[config.mk]
export PLATFORM = sky130hd
export DESIGN_NAME = at_decoder
export DESIGN_NICKNAME = d
export VERILOG_FILES = /design/src/rtl/at_decoder.sv
export SDC_FILE = /design/constraint.sdc
export NUM_CORES = 1
export LEC_CHECK = 0
export ABC_AREA = 1
export CORE_AREA = 2 2 39 41
export DETAILED_ROUTE_END_ITERATION = 8
export DIE_AREA = 0 0 41 43
export DONT_BUFFER_PORTS = 1
export PLACE_DENSITY_LB_ADDON = 0.1
export SETUP_SLACK_MARGIN = 0.3
export SLEW_MARGIN = 10
export SYNTH_ARGS = -nofsm -noshare
export SYNTH_HDL_FRONTEND = slang
export SYNTH_SLANG_ARGS = --single-unit
export TNS_END_PERCENT = 20
[constraint.sdc]
create_clock -name vclk -period 1.78
set_clock_uncertainty 0.05 [all_clocks]
set_input_delay 0.267 -clock vclk [all_inputs]
set_output_delay 0.267 -clock vclk [all_outputs]
set_load 0.02 [all_outputs]
[src/rtl/at_decoder.sv]
// Hazard-unit instruction classifier for the MIPS Decode stage.
// Maps an instruction word to its read/write register numbers and a type code.
module at_decoder (
    input  logic        Clk,
    input  logic        Reset,
    input  logic [31:0] Instr,
    output logic [4:0]  RS,
    output logic [4:0]  RT,
    output logic [4:0]  WR,
    output logic [3:0]  Instype
);

    localparam logic [3:0] T_NOP    = 4'd0;
    localparam logic [3:0] T_CAL_R  = 4'd1;
    localparam logic [3:0] T_CAL_I  = 4'd2;
    localparam logic [3:0] T_LOAD   = 4'd3;
    localparam logic [3:0] T_STORE  = 4'd4;
    localparam logic [3:0] T_BRANCH = 4'd5;
    localparam logic [3:0] T_JAL    = 4'd6;
    localparam logic [3:0] T_JR     = 4'd7;
    localparam logic [3:0] T_JALR   = 4'd8;
    localparam logic [3:0] T_J      = 4'd9;

    logic [5:0] w_op;
    logic [4:0] w_rs;
    logic [4:0] w_rt;
    logic [4:0] w_rd;
    logic [5:0] w_funct;
    logic       w_unused;

    assign w_op    = Instr[31:26];
    assign w_rs    = Instr[25:21];
    assign w_rt    = Instr[20:16];
    assign w_rd    = Instr[15:11];
    assign w_funct = Instr[5:0];

    // Clock, reset and shamt are not used by any decode path.
    assign w_unused = &{1'b0, Clk, Reset, Instr[10:6]};

    // Decode instruction fields into hazard-relevant registers and class.
    always_comb begin
        Instype = T_NOP;
        RS      = 5'd0;
        RT      = 5'd0;
        WR      = 5'd0;
        // An all-zero word is the canonical nop and must not decode as sll.
        if (Instr == 32'h0000_0000) begin
            Instype = T_NOP;
        end else begin
            case (w_op)
                6'h00: begin
                    case (w_funct)
                        6'h20, 6'h21, 6'h22, 6'h23, 6'h24, 6'h25, 6'h26, 6'h27,
                        6'h2A, 6'h2B, 6'h04, 6'h06, 6'h07: begin
                            Instype = T_CAL_R;
                            RS      = w_rs;
                            RT      = w_rt;
                            WR      = w_rd;
                        end
                        6'h00, 6'h02, 6'h03: begin
                            Instype = T_CAL_R;
                            RT      = w_rt;
                            WR      = w_rd;
                        end
                        6'h08: begin
                            Instype = T_JR;
                            RS      = w_rs;
                        end
                        6'h09: begin
                            Instype = T_JALR;
                            RS      = w_rs;
                            WR      = w_rd;
                        end
                        default: begin
                            Instype = T_NOP;
                        end
                    endcase
                end
                6'h08, 6'h09, 6'h0A, 6'h0B, 6'h0C, 6'h0D, 6'h0E: begin
                    Instype = T_CAL_I;
                    RS      = w_rs;
                    WR      = w_rt;
                end
                6'h0F: begin
                    Instype = T_CAL_I;
                    WR      = w_rt;
                end
                6'h20, 6'h21, 6'h23, 6'h24, 6'h25: begin
                    Instype = T_LOAD;
                    RS      = w_rs;
                    WR      = w_rt;
                end
                6'h28, 6'h29, 6'h2B: begin
                    Instype = T_STORE;
                    RS      = w_rs;
                    RT      = w_rt;
                end
                6'h04, 6'h05: begin
                    Instype = T_BRANCH;
                    RS      = w_rs;
                    RT      = w_rt;
                end
                6'h01, 6'h06, 6'h07: begin
                    Instype = T_BRANCH;
                    RS      = w_rs;
                end
                6'h03: begin
                    Instype = T_JAL;
                    WR      = 5'd31;
                end
                6'h02: begin
                    Instype = T_J;
                end
                default: begin
                    Instype = T_NOP;
                end
            endcase
        end
    end

endmodule

# == After elaboration in Yosys (flattened, before gate mapping) ==
# Index checks and enable logic that the tools add are counted.
# op_classes
eq_ne,40
muxes,12
reduce_logical,13
# op_table
operator,count
"equality test 6 bit, second input constant",18
"equality test 6 x 4 -> 1 bit, second input constant",10
"equality test 6 x 3 -> 1 bit, second input constant",7
logical NOT 32 bit,1
two-way mux 5 bit,6
case mux 4 bit (7 select lines),1
"equality test 6 x 2 -> 1 bit, second input constant",4
case mux 5 bit (2 select lines),2
OR reduction 20 bit,1
OR reduction 17 bit,1
OR reduction 16 bit,1
case mux 5 bit (3 select lines),1
OR reduction 15 bit,1
OR reduction 5 bit,3
OR reduction 13 bit,1
logical NOT 6 bit,2
case mux 4 bit (3 select lines),1
OR reduction 8 bit,1
"equality test 6 x 1 -> 1 bit, second input constant",1
two-way mux 4 bit,1
OR reduction 3 bit,1
# totals
reg_bits,0
out_inout_bits,19

# == Depth between registers and ports, before layout ==
# logic_depth
depth_word,5
mapped_depth,10
ltp_nobuf,10

# == Least setup slack after synthesis ==
# OpenSTA, ideal clock, no wires.
# synth_timing
path_kind,input-to-output
startpoint,input Instr[5]
endpoint,output Instype[3]
arrival_time_ns,1.181
t_required_ns,1.463
path_slack_ns,0.282
cell_stages,5
n_path_buf,0
path_cell_list,nor2_2 -> nand2_1 -> nor2_2 -> nand2_1 -> a211oi_1
# synth_via
elab_chain_cells,5
word_cells_on_any_way,23
# synth_lines
item,line_no,rtl
"start, declared",6,"input logic [31:0] Instr,"
equality test 6 x 2 -> 1 bit (tied with other cells),52,case (w_funct)
OR reduction 16 bit (no line),--,
case mux 4 bit (3 select lines),52,
case mux 4 bit (7 select lines),50,case (w_op)
two-way mux 4 bit (*),47,if (Instr == 32'h0000_0000) begin
"end, declared",10,output logic [3:0] Instype
# Mark *: on every way between the ends. The rest lies on a longest branch, timed or not.

# == Worst setup path in the final report ==
# Same ends and word-level chain as after synthesis.

==> out/results.ini <==
[yosys]
ys_seq_area_frac = 0
synth_area_um2 = 615.6
yosys.area.top_type = nand2_1
netlist_instances = 129
yosysTopAreaCellShare = 0.2805
synthTopCellsByArea = nand2_1 (28%), nand3_1 (13%), a21oi_1 (9.8%), inv_1 (9.8%), nor2_1 (8.5%)
syn_area_per_cell_um2 = 4.772
syn-num-nets = 163
yosysUniqueCellTypes = 19
yosys_warnings = 0

[floorplan]
die_y_um = 43
die_w_um = 41
ios = 53
core_mm2 = 0.001384
start_util = 0.4448
floorplan.rows = 14
die_area_mm2 = 0.001763

[drt]
vias = 812
antenna_left = 0
drt_iter0_drc = 9
post_drt_via_cell_ratio = 5.413
wire_per_inst_um = 11.15
dr.pass1.iters = 5
drc = 0
wl_um = 1672

[placement]
place_congestion = 0.7264
port_buffers = 0
dp_hpwl_um = 1473
pre_cts_ws_ns = 0.3094

[sta]
hold_viol_final = 0
worst_pin_slew_ns = 0.4213
setup_tns_ns = 0
period_share = 0.8011
grt_setup_unrepaired = yes
relSlewSlack = 0.7186
period_needed_ns = 1.426
final.setup.worst_slack_ns = 0.3540
maxSlewViolCount = 0
fmax_ghz = 0.7013
whs_ns = 0.5388
setup_viol = 0

[cts]
cts_hold_buf = 0
ctsResizeCount = 0
post-cts-setup-buffers = 0

[setup_path]
arrival_ns = 1.11
endpoint_kind = output port
crit_required_ns = 1.46
criticalPathCategory = in -> out
worstSetupStartpointType = input pin
crit_fanout = 3

[status]
status = complete, no violations

[job]
max_cap_violations = 0

[global_routing]
antenna_found_initial = 0
grt_pass1_vias = 657
use_met2 = 0.3438
overflow = 0
busiest_layer = met2
met1_usage = 0.2317
grtUsageTotal = 0.1850
use_met3 = 0.01047
grt_max_degree = 11
grt_pass1_wl_um = 2435

[layout]
synthToLayoutAreaGrowth_pct = 16.26
diodes = 0
drive_above_1_share = 0.2463
seq_area_um2 = 0
seq_cell_count = 0
nClkBuffers = 0
layout_commonest_cell = nand2_1
num-nets-final = 170
final_cell_mix = nand2_1 (35), inv_1 (15), nand3_1 (15), nor2_1 (13)

[pwr]
power.density_mw_per_mm2 = 184.4
p_leak_nw = 0.3847
ir_worst_vdd_v = 0.00008316

[hold_path]
worstHoldStart = Instr[26]
min_to = Instype[3]
hold_class = in -> out
holdPathStages = 1

## critical path, stage by stage
cell	delay (ns)
nor2_2	0.13
nand2_1	0.08
nor2_2	0.12
nand2_1	0.11
a211oi_2	0.40
## layout make-up
type                       instances  area (µm²)
fill                             161       668.1
inverter                          18       70.07
multi-input combinational        110       580.6
tap                               16       20.02
timing repair buffer               6       45.04
## synthesized netlist by cell type (all sizes together)
cell	number
nand2	47
nor3	4
a21oi	12
nand3	18
and2	1
nand4	3
buf	1
inv	18
nand3b	1
a21boi	3
a211oi	1
nor2	20
## cells by family (layout without fill, tap and decap cells)
kind of cell	after synthesis	in the layout	share of synthesized area
AOI/OAI and AO/OA	16	16	0.1463
buffers and inverters	19	24	0.1220
and+or+nand+nor	94	94	0.7317
## stage by stage
step                cell area, µm²  instances  utilization  power, mW
finish                       715.7        150       0.5172     0.1320
global route                 715.7        150       0.5172     0.1468
CTS                          678.2        150       0.4901     0.1248
detailed placement           678.2        150       0.4901     0.1245
global placement             678.2        150       0.4901     0.1227
floorplan                    620.6        129            -     0.1066
## metal layers
layer  vias up  wire length (µm)
met2        30               867
met1       355               678
met3         0               125
li1        427                 -
met4         0                 0
met5         -                 0
## power breakdown
part	internal (mW)	total, mW	switching (mW)
sequential	0	0	0
combinational	0.0397	0.132	0.0923
clock	0	0	0
## worst max path at each step
stage	start	endpoint	slack (ns)	depth (start not counted)
CTS	Instr[5]	WR[3]	0.31	7
floorplan	Instr[27]	RT[2]	0.35	7
detailed placement	Instr[5]	WR[3]	0.31	7
finish	Instr[5]	Instype[3]	0.35	5
global route	Instr[27]	RT[0]	0.29	8
global placement	Instr[5]	WR[3]	0.32	7
Power figures use the tool's default switching activity.
